`config.mk`:
```
export PLATFORM = sky130hd
export DESIGN_NAME = cl_ocl_cfg_mbox
export DESIGN_NICKNAME = d
export VERILOG_FILES = /design/src/rtl/cl_ocl_cfg_mbox.sv
export SDC_FILE = /design/constraint.sdc
export NUM_CORES = 1
export LEC_CHECK = 0
export CORE_MARGIN = 2
export CORE_UTILIZATION = 53
export CTS_CLUSTER_SIZE = 40
export DETAILED_ROUTE_END_ITERATION = 12
export GPL_TIMING_DRIVEN = 0
export MAX_ROUTING_LAYER = met4
export PLACE_DENSITY = 0.7
export RECOVER_POWER = 25
export SETUP_SLACK_MARGIN = 0.05
export SYNTH_ARGS = -nofsm -noshare
export SYNTH_HDL_FRONTEND = slang
export SYNTH_SLANG_ARGS = --single-unit
```
`constraint.sdc`:
```
create_clock -name clk -period 9 [get_ports clk]
set_input_delay 1.8 -clock clk [delete_from_list [all_inputs] [get_ports clk]]
set_output_delay 1.8 -clock clk [all_outputs]
set_load 0.05 [all_outputs]
```
`src/rtl/cl_ocl_cfg_mbox.sv`:
```
// OCL cfg-bus responder implementing a host<->fabric mailbox: TX FIFO (host->fabric),
// RX FIFO (fabric->host), status with sticky error bits, and a scratch register.
module cl_ocl_cfg_mbox #(
  parameter int FIFO_DEPTH = 16
) (
  input  logic        clk,
  input  logic        sync_rst_n,
  input  logic        sh_cl_flr_assert_q,
  input  logic [31:0] cfg_addr_i,
  input  logic [31:0] cfg_wdata_i,
  input  logic        cfg_wr_i,
  input  logic        cfg_rd_i,
  output logic        cfg_ack_o,
  output logic [31:0] cfg_rdata_o,
  output logic        tx_v_o,
  output logic [31:0] tx_data_o,
  input  logic        tx_ready_i,
  input  logic        rx_v_i,
  input  logic [31:0] rx_data_i,
  output logic        rx_ready_o
);

  localparam int CNT_W = $clog2(FIFO_DEPTH) + 1;
  localparam int PTR_W = $clog2(FIFO_DEPTH);
  localparam logic [CNT_W-1:0] DEPTH_C = CNT_W'(FIFO_DEPTH);
  localparam logic [CNT_W-1:0] ZERO_C  = {CNT_W{1'b0}};
  localparam logic [PTR_W-1:0] ONE_P_C = PTR_W'(1'b1);
  localparam logic [31:0]      BAD_C   = 32'hdead_beef;
  localparam logic [5:0] A_TX = 6'd0;
  localparam logic [5:0] A_RX = 6'd1;
  localparam logic [5:0] A_ST = 6'd2;
  localparam logic [5:0] A_SC = 6'd3;

  logic [31:0]      tx_mem_r [FIFO_DEPTH];
  logic [31:0]      rx_mem_r [FIFO_DEPTH];
  logic [PTR_W-1:0] tx_wptr_r, tx_rptr_r, rx_wptr_r, rx_rptr_r;
  logic [CNT_W-1:0] tx_cnt_r, rx_cnt_r;
  logic [31:0]      scratch_r;
  logic             tx_ovf_r, rx_udf_r;
  logic             ack_r;
  logic [31:0]      rdata_r;

  logic [5:0]  idx_s;
  logic        wr_s, rd_s, flr_s;
  logic        tx_full_s, tx_empty_s, rx_full_s, rx_empty_s;
  logic        tx_push_s, tx_pop_s, tx_ovf_set_s;
  logic        rx_push_s, rx_pop_s, rx_udf_set_s;
  logic        st_wr_s, sc_wr_s;
  logic [31:0] status_s, rd_val_s;
  logic        unused_addr_s;

  assign idx_s         = cfg_addr_i[7:2];
  assign unused_addr_s = ^{cfg_addr_i[31:8], cfg_addr_i[1:0]};
  assign flr_s         = sh_cl_flr_assert_q;
  // A simultaneous write and read is treated as a write only.
  assign wr_s          = cfg_wr_i;
  assign rd_s          = cfg_rd_i & ~cfg_wr_i;

  assign tx_full_s  = (tx_cnt_r == DEPTH_C);
  assign tx_empty_s = (tx_cnt_r == ZERO_C);
  assign rx_full_s  = (rx_cnt_r == DEPTH_C);
  assign rx_empty_s = (rx_cnt_r == ZERO_C);

  assign tx_push_s    = wr_s & (idx_s == A_TX) & ~tx_full_s & ~flr_s;
  assign tx_ovf_set_s = wr_s & (idx_s == A_TX) & tx_full_s;
  assign tx_pop_s     = ~tx_empty_s & tx_ready_i;
  assign rx_push_s    = rx_v_i & ~rx_full_s;
  assign rx_pop_s     = rd_s & (idx_s == A_RX) & ~rx_empty_s;
  assign rx_udf_set_s = rd_s & (idx_s == A_RX) & rx_empty_s;
  assign st_wr_s      = wr_s & (idx_s == A_ST);
  assign sc_wr_s      = wr_s & (idx_s == A_SC) & ~flr_s;

  // Status word assembled from pre-cycle counts and sticky bits.
  always_comb begin
    status_s        = 32'h0000_0000;
    status_s[7:0]   = 8'(DEPTH_C - tx_cnt_r);
    status_s[15:8]  = 8'(rx_cnt_r);
    status_s[16]    = tx_ovf_r;
    status_s[17]    = rx_udf_r;
  end

  // Read-data mux by register index.
  always_comb begin
    rd_val_s = BAD_C;
    case (idx_s)
      A_TX:    rd_val_s = 32'h0000_0000;
      A_RX:    rd_val_s = rx_empty_s ? BAD_C : rx_mem_r[rx_rptr_r];
      A_ST:    rd_val_s = status_s;
      A_SC:    rd_val_s = scratch_r;
      default: rd_val_s = BAD_C;
    endcase
  end

  // Bus completion: fixed one-cycle ack, read data held between read acks.
  always_ff @(posedge clk or negedge sync_rst_n) begin
    if (!sync_rst_n) begin
      ack_r   <= 1'b0;
      rdata_r <= 32'h0000_0000;
    end else begin
      ack_r <= cfg_wr_i | cfg_rd_i;
      if (rd_s) rdata_r <= rd_val_s;
    end
  end

  // TX FIFO pointers and occupancy.
  always_ff @(posedge clk or negedge sync_rst_n) begin
    if (!sync_rst_n) begin
      tx_wptr_r <= {PTR_W{1'b0}};
      tx_rptr_r <= {PTR_W{1'b0}};
      tx_cnt_r  <= ZERO_C;
    end else if (flr_s) begin
      tx_wptr_r <= {PTR_W{1'b0}};
      tx_rptr_r <= {PTR_W{1'b0}};
      tx_cnt_r  <= ZERO_C;
    end else begin
      if (tx_push_s) tx_wptr_r <= tx_wptr_r + ONE_P_C;
      if (tx_pop_s)  tx_rptr_r <= tx_rptr_r + ONE_P_C;
      tx_cnt_r <= tx_cnt_r + CNT_W'(tx_push_s) - CNT_W'(tx_pop_s);
    end
  end

  // RX FIFO pointers and occupancy.
  always_ff @(posedge clk or negedge sync_rst_n) begin
    if (!sync_rst_n) begin
      rx_wptr_r <= {PTR_W{1'b0}};
      rx_rptr_r <= {PTR_W{1'b0}};
      rx_cnt_r  <= ZERO_C;
    end else if (flr_s) begin
      rx_wptr_r <= {PTR_W{1'b0}};
      rx_rptr_r <= {PTR_W{1'b0}};
      rx_cnt_r  <= ZERO_C;
    end else begin
      if (rx_push_s) rx_wptr_r <= rx_wptr_r + ONE_P_C;
      if (rx_pop_s)  rx_rptr_r <= rx_rptr_r + ONE_P_C;
      rx_cnt_r <= rx_cnt_r + CNT_W'(rx_push_s) - CNT_W'(rx_pop_s);
    end
  end

  // FIFO storage; contents are only observed through valid pointers.
  always_ff @(posedge clk) begin
    if (tx_push_s) tx_mem_r[tx_wptr_r] <= cfg_wdata_i;
    if (rx_push_s) rx_mem_r[rx_wptr_r] <= rx_data_i;
  end

  // Scratch and sticky error bits; a set wins over a same-cycle clear.
  always_ff @(posedge clk or negedge sync_rst_n) begin
    if (!sync_rst_n) begin
      scratch_r <= 32'h0000_0000;
      tx_ovf_r  <= 1'b0;
      rx_udf_r  <= 1'b0;
    end else begin
      if (sc_wr_s) scratch_r <= cfg_wdata_i;
      if (flr_s) begin
        tx_ovf_r <= 1'b0;
        rx_udf_r <= 1'b0;
      end else begin
        tx_ovf_r <= tx_ovf_set_s | (tx_ovf_r & ~(st_wr_s & cfg_wdata_i[16]));
        rx_udf_r <= rx_udf_set_s | (rx_udf_r & ~(st_wr_s & cfg_wdata_i[17]));
      end
    end
  end

  assign cfg_ack_o   = ack_r;
  assign cfg_rdata_o = rdata_r;
  assign tx_v_o      = ~tx_empty_s;
  assign tx_data_o   = tx_empty_s ? 32'h0000_0000 : tx_mem_r[tx_rptr_r];
  assign rx_ready_o  = ~rx_full_s;

endmodule
```
==> reports/summary.log, run 1 <==
INFO  status         outcome=finished with violations
INFO  status         violations_in_the_final_reports=capacitance limit, slew limit
INFO  routing        total_number_of_vias=21,500
INFO  routing        route.detailed.vias_per_inst=6.14
INFO  power          leakage=16.2nW
INFO  logic_synthesis synth.lib_cells_used.distinct=57
INFO  logic_synthesis ys_seq_area_share=76.0%
INFO  routing        drt-initial-drc-count=2,418
INFO  timing         final_setup_violation_count=0
INFO  power          fin_total_pwr=12.4mW
INFO  timing         worstMarginPinSlew=4060ps
INFO  power          p_sw_share=25.3%
INFO  clock_tree     cts-htree-levels=3
INFO  placement      place.gp.congestion=0.816
INFO  clock_tree     path_clk_slew=60ps
INFO  grt            grt_overflow_total=0
INFO  timing         slew_violations=74
INFO  clock_tree     worst_skew_pair.late_latency=670ps
INFO  logic_synthesis postSynthCellCount=2,006
INFO  worst_setup_path timing.critical_path.to_type=primary output
INFO  worst_setup_path register_to_register_setup_slack=4920ps
INFO  die            floorplan.rows=105
INFO  routing        wl_per_cell=28.9µm
INFO  timing         highest_attainable_clock_frequency=163MHz
INFO  routing        total_wirelength=101,000µm
INFO  power          internal_power=9.28mW
INFO  job            maxCapViolCount=2
INFO  logic_synthesis fraction_of_registers_with_async_set_or_reset_after_synthesis=8.33%
INFO  logic_synthesis synth.cell_area=0.0435mm²
INFO  worst_setup_path regToRegStartpoint=rx_cnt_r[2]$_DFF_PN0_
INFO  worst_setup_path ff2ff_path_depth=14
INFO  logic_synthesis warning_count_from_the_yosys_run=0
INFO  hold_path      min_to=cfg_rdata_o[3]$_DFFE_PN0P_
INFO  grt            number_of_global_route_vias_before_repair=22,500
INFO  die            initial_utilization=53.3%
INFO  layout         drive_gt1_share=27.0%
INFO  power          power-per-cell-area=244mW/mm²
INFO  layout         final_cell_count_no_fill=3,498
INFO  power          combPwrFrac=16.5%
INFO  routing        detail-route-antenna-nets=0
INFO  worst_setup_path regToRegEndpoint=rx_cnt_r[4]$_DFF_PN0_
INFO  clock_tree     cts.repair.resized=0
INFO  grt            global_route_wire_length_before_repair=149,000µm
INFO  timing         fin_skew=21.8ps
INFO  layout         final_util=62.3%
INFO  logic_synthesis syn_area_per_cell=21.7µm²
INFO  die            die_y=291µm
INFO  grt            maximum_number_of_pins_on_one_net_before_global_route_repair=71
INFO  placement      port_buffers=143
INFO  worst_setup_path arrival=4320ps
INFO  clock_tree     cts.repair_timing.setup_buffer_count=0
INFO  routing        post-route-drc-count=0
INFO  logic_synthesis synth_top_area_cell=edfxtp_1
INFO  logic_synthesis yosys.area.top_type_share=70.6%
INFO  grt            gr-usage-all-layers=25.0%
INFO  worst_setup_path critical_path_required=7200ps
INFO  worst_setup_path crit_path_max_fanout=10
INFO  die            io_pins=170
INFO  logic_synthesis dominantRegCellSynth=edfxtp_1
INFO  placement      placedCellCount=3,284
INFO  power          seq_power_share=46.9%
INFO  power          vdd.ir_drop.worst=163µV
INFO  power          p_clk_share=36.6%
INFO  die            die_area=0.0844mm²
INFO  logic_synthesis synthesis.nets=2,138
INFO  hold_path      hold-path-cell-count=2
INFO  timing         hold_viol_final=0
INFO  clock_tree     cts_max_path_buffers=3
INFO  hold_path      min_path_type=reg2reg
INFO  layout         fillerInstances=5,503
INFO  timing         final_clock_period_utilization_by_the_worst_path=68.0%
INFO  logic_synthesis synth_top_cells_by_area=edfxtp_1 71%, mux4_2 15%, dfrtp_1 5.3%
INFO  clock_tree     ctsRootBufferMaster=clkbuf_16
INFO  layout         finish.net_count=2,457
INFO  clock_tree     tritoncts=built
INFO  logic_synthesis count_of_flip_flops_with_a_built_in_enable_after_synthesis=1,024
INFO  die            die_w=291µm
INFO  timing         grt_setup_unrepaired=false
INFO  routing        drt_pre_antenna_iters=5
INFO  grt            initial_antenna_violation_count=10
INFO  die            fp.coreArea=0.0817mm²
INFO  timing         maxSlewHeadroom=-171%
INFO  clock_tree     tritoncts_buffers=109
INFO  power          switching_power=3.15mW
INFO  placement      dp_hpwl=66,100µm
INFO  clock_tree     cts_hold_buffers=0
INFO  logic_synthesis ys_ff_latch=1,117
INFO  layout         syn_to_final_growth=16.9%
INFO  clock_tree     clock_net_sink_count=1,117
INFO  hold_path      timing.hold.worst.start=cfg_rdata_o[3]$_DFFE_PN0P_
INFO  timing         min_period=6120ps
INFO  worst_setup_path criticalPathCategory=reg2out
INFO  worst_setup_path worst_setup_path_start_kind=register
-- layout by cell type (no fill, tap or decap), types with 13 or more instances in the layout --
| cell | n |
|---|---|
| buf_1 | 16 |
| clkdlybuf4s50_1 | 109 |
| and2_1 | 34 |
| nand3_1 | 17 |
| buf_4 | 37 |
| clkinv_1 | 22 |
| buf_2 | 24 |
| clkbuf_1 | 72 |
| buf_12 | 21 |
| or3_1 | 13 |
| dfrtp_1 | 93 |
| inv_1 | 28 |
| edfxtp_1 | 1024 |
| mux4_2 | 286 |
| nor2_1 | 66 |
| mux2_2 | 49 |
| a221oi_1 | 13 |
| clkbuf_8 | 13 |
| dlygate4sd3_1 | 33 |
| clkinv_2 | 22 |
| and2_2 | 16 |
| ha_1 | 27 |
| o22ai_1 | 23 |
| clkbuf_16 | 111 |
| a21oi_1 | 28 |
| nand2_1 | 32 |
| mux2i_1 | 38 |
-- cells in the mapped netlist (all sizes together), types with 14 or more instances --
library cell,n
edfxtp,1024
mux4,286
dfrtp,93
nor2,75
clkbuf,59
and2,50
mux2,49
buf,47
mux2i,38
nand2,33
inv,30
a21oi,28
ha,27
o22ai,23
nand3,19
o21ai,14
-- cell families after synthesis --
logic type,share of synthesized area [%]
compound gates,1.57
xor+xnor,0.402
fa+ha+maj,0.868
buf+inv,1.46
flops,76.0
mux,16.9
simple gates,2.78
-- metrics by stage --
stage	TNS, ps	setup WS [ps]	instance area [µm²]	hold slack, ps
3_3_place_gp	-297760	-1410	46300	474
3_5_place_dp	0	3470	47300	495
5_1_grt	0	2120	50900	524
4_1_cts	0	2850	50900	511
2_1_floorplan	0	2460	43500	477
6_report	0	2880	50900	512
-- layout make-up --
type	count	area [µm²]	area share, %
antenna	7	17.5	0.0344
multi-input combinational	753	9950	19.5
sequential	1117	33100	65.0
tap	1070	1340	2.63
timing repair buffer	208	2250	4.42
inverter	30	120	0.236
clock buffer	135	2960	5.81
buffer	106	517	1.02
clock inverter	72	661	1.30
-- worst max-delay path: stages, from the launching register on --
cell and delay [ps]:
dfrtp_1 360, clkbuf_1 290, clkbuf_1 520, buf_2 460, mux4_2 610, mux4_2 530
and2_1 190, clkdlybuf4s50_1 700
-- flip-flops by register name, summed over array words and instances, names as in the netlist --
register and flops:
rx_wptr_r 4, tx_wptr_r 4, tx_rptr_r 4, cfg_ack_o 1, rx_udf_r 1, cfg_rdata_o 32
tx_cnt_r 5, tx_ovf_r 1, rx_rptr_r 4, scratch_r 32, tx_mem_r 512, rx_mem_r 512
rx_cnt_r 5
-- worst max-delay path by stage --
stage	start	end	slack, ps
2_1_floorplan	cfg_addr_i[5]	tx_mem_r[0][0]$_DFFE_PP_	2460
3_3_place_gp	cfg_addr_i[5]	tx_mem_r[0][17]$_DFFE_PP_	-1410
3_5_place_dp	cfg_addr_i[5]	rx_cnt_r[4]$_DFF_PN0_	3470
4_1_cts	tx_rptr_r[0]$_DFFE_PN0P_	tx_data_o[10]	2850
5_1_grt	sync_rst_n	scratch_r[19]$_DFFE_PN0P_	2120
6_report	tx_rptr_r[0]$_DFFE_PN0P_	tx_data_o[10]	2880
-- power by group through the flow --
stage	Sequential, mW	Combinational (mW)	Clock (mW)
after floorplan	5.94	1.34	0
after global placement	5.94	1.98	0
after detailed placement	5.93	2.07	0
after CTS	5.83	2.08	4.60
after global routing	5.83	2.16	4.82
final	5.83	2.04	4.55
-- layer usage --
layer  track usage [%]  vias to the layer above  routed length (µm)
met1              31.8                    11400               38900
met4              7.82                        0                3410
met3              4.50                      233                7340
met5                 -                        -                   0
met2              41.5                      933               51600
li1                  -                     8952                   -
No activity file was read; power rests on OpenSTA's default activity.
==> run 2, diff against run 1 <==
clock period = 6.4 ns   (was 9 ns; I/O delays follow)
==> run 2 against run 1 <==
  * The run still ends with capacitance limit, slew limit left
  * Core utilization barely moved
  * Sequential power up 41%
  * Power increased by 41%
  * Critical path depth stayed put
  * Via count about the same
  * Global-route usage unchanged
  * Critical path type unchanged
==> reports/summary.log, run 2 (same netlist as run 1, synthesis figures left out) <==
INFO  status         outcome=finished with violations
INFO  status         violations_in_the_final_reports=capacitance limit, slew limit
INFO  layout         syn_to_final_growth=16.9% [about the same]
INFO  clock_tree     clock_net_sink_count=1,117 [unchanged]
INFO  clock_tree     tritoncts_buffers=109 [unchanged]
INFO  placement      dp_slack=1390ps [-2080 ps]
INFO  timing         final_setup_violation_count=0 [unchanged]
INFO  routing        wl_per_cell=28.9µm [about the same]
INFO  worst_setup_path arrival=4320ps [about the same]
INFO  worst_setup_path crit_path_max_fanout=10 [unchanged]
INFO  power          vdd.ir_drop.worst=230µV [+41%]
INFO  grt            initial_antenna_violation_count=10 [unchanged]
INFO  layout         multi_input_comb_area=0.00995mm² [unchanged]
INFO  layout         drive_gt1_share=27.0% [unchanged]
INFO  die            die_w=291µm [unchanged]
INFO  die            fp.coreArea=0.0817mm² [unchanged]
INFO  timing         maxSlewHeadroom=-132% [+38 points]
INFO  routing        drt_pre_antenna_iters=5 [unchanged]
INFO  routing        total_wirelength=101,000µm [about the same]
INFO  placement      place.gp.congestion=0.816 [unchanged]
INFO  grt            global_route_wire_length_before_repair=149,000µm [unchanged]
INFO  grt            number_of_global_route_vias_before_repair=22,500 [unchanged]
INFO  timing         slew_violations=74 [unchanged]
INFO  routing        post-route-drc-count=0 [unchanged]
INFO  die            floorplan.rows=105 [unchanged]
INFO  timing         min_period=5600ps
INFO  placement      dp_hpwl=66,100µm [unchanged]
INFO  timing         hold_viol_final=0 [unchanged]
INFO  layout         final_cell_mix=1,024 x edfxtp_1, 286 x mux4_2, 111 x clkbuf_16
INFO  job            maxCapViolCount=2 [unchanged]
INFO  clock_tree     cts.repair.resized=0 [unchanged]
INFO  grt            grt_overflow_total=0 [unchanged]
INFO  layout         fillerInstances=5,502 [-0.018%]
INFO  power          fin_total_pwr=17.5mW [+41%]
INFO  grt            maximum_number_of_pins_on_one_net_before_global_route_repair=71 [unchanged]
INFO  clock_tree     ctsRootBufferMaster=clkbuf_16
INFO  routing        detail-route-antenna-nets=0 [unchanged]
INFO  clock_tree     tritoncts=built
INFO  timing         worstMarginPinSlew=3480ps [-577 ps]
INFO  grt            gr-usage-all-layers=25.0% [unchanged]
INFO  power          leakage=16.2nW [about the same]
INFO  clock_tree     cts.repair_timing.setup_buffer_count=0 [unchanged]
INFO  layout         layout.area.seq=0.0331mm² [unchanged]
INFO  worst_setup_path timing.critical_path.to_type=primary output
INFO  die            die_area=0.0844mm² [unchanged]
INFO  worst_setup_path criticalPathCategory=reg2out
INFO  worst_setup_path worst_setup_path_start_kind=register
INFO  timing         fin_skew=21.7ps [-0.0775 ps]
INFO  worst_setup_path critical_path_required=5120ps [-2080 ps]
INFO  hold_path      min_path_type=reg2reg
INFO  clock_tree     cts_hold_buffers=0 [unchanged]
INFO  layout         finish.net_count=2,457 [unchanged]
INFO  placement      placedInstanceArea=0.0473mm² [unchanged]
INFO  placement      port_buffers=143 [unchanged]
INFO  die            die_y=291µm [unchanged]
INFO  timing         setup_slack=804ps [-2080 ps]
INFO  layout         stdcell_area=0.0509mm² [about the same]
INFO  clock_tree     path_clk_slew=60ps [about the same]
INFO  routing        total_number_of_vias=21,500 [+0.0093%]
INFO  die            io_pins=170 [unchanged]
INFO  layout         reg_top3=rx_mem_r x512, tx_mem_r x512
INFO  timing         final_clock_period_utilization_by_the_worst_path=87.4%
INFO  timing         highest_attainable_clock_frequency=179MHz
INFO  clock_tree     cts_max_path_buffers=3 [unchanged]
INFO  clock_tree     worst_skew_pair.late_latency=670ps [about the same]
INFO  layout         mostFrequentLayoutCell=edfxtp_1
INFO  routing        route.detailed.vias_per_inst=6.14 [about the same]
INFO  power          power-per-cell-area=343mW/mm² [+41%]
INFO  die            initial_utilization=53.3% [unchanged]
INFO  clock_tree     cts-htree-levels=3 [unchanged]
INFO  timing         grt_setup_unrepaired=false
INFO  routing        drt-initial-drc-count=2,418 [unchanged]
run 2: changes by cell type in the layout (fill, tap and decap cells not counted), sizes merged:
cell,delta
clkdlybuf4s25,+1
clkbuf,-1
run 2: cell type report:
| type | count | share of cell area, % |
|---|---|---|
| flip-flops and latches | 1117 | 65.0 |
| multi-input cells | 753 | 19.5 |
| clock buffers | 135 | 5.81 |
| repair buffers | 208 | 4.43 |
| well taps | 1070 | 2.63 |
| clock inverters | 72 | 1.30 |
| plain buffers | 106 | 1.02 |
| inverters | 30 | 0.236 |
| diodes | 7 | 0.0344 |
run 2: worst paths after layout:
| kind | start | end | slack, ps | cells after the start |
|---|---|---|---|---|
| worst max-delay path | tx_rptr_r[0]$_DFFE_PN0P_ | tx_data_o[10] | 800 | 7 |
| worst min-delay path | cfg_rdata_o[3]$_DFFE_PN0P_ | cfg_rdata_o[3]$_DFFE_PN0P_ | 510 | 2 |
| worst max register to register | rx_cnt_r[2]$_DFF_PN0_ | rx_cnt_r[4]$_DFF_PN0_ | 2320 | 14 |
| worst min register to register | cfg_rdata_o[3]$_DFFE_PN0P_ | cfg_rdata_o[3]$_DFFE_PN0P_ | 510 | 2 |
| max in group asynchronous | sync_rst_n | scratch_r[19]$_DFFE_PN0P_ | 1280 | 2 |
| min in group asynchronous | sync_rst_n | cfg_rdata_o[5]$_DFFE_PN0P_ | 880 | 1 |
run 2: worst max-delay path, stage by stage (launching register included):
cell and delay, ps:
dfrtp_1 360, clkbuf_1 290, clkbuf_1 520, buf_2 460, mux4_2 610, mux4_2 530, and2_1 190, clkdlybuf4s50_1 700
run 2: power breakdown:
part / switching [mW] / internal (mW)
registers: 0.0770 / 8.12
logic: 1.67 / 1.21
clock network: 2.68 / 3.72
run 2: routing by layer:
layer	track usage, %	vias to the layer above	part of all wire [%]
li1	-	8951	-
met1	31.8	11400	38
met2	41.5	936	51
met3	4.50	231	7.3
met4	7.82	0	3.4
met5	-	-	0
run 2: metrics by stage:
step | std cells | utilization (%) | setup TNS [ps] | hold WS [ps]
2_1_floorplan | 2006 | - | 0 | 477
3_3_place_gp | 3219 | 56.7 | -830240 | 474
3_5_place_dp | 3284 | 57.9 | 0 | 495
4_1_cts | 3491 | 62.3 | 0 | 500
5_1_grt | 3497 | 62.3 | 0 | 524
6_report | 3498 | 62.3 | 0 | 512
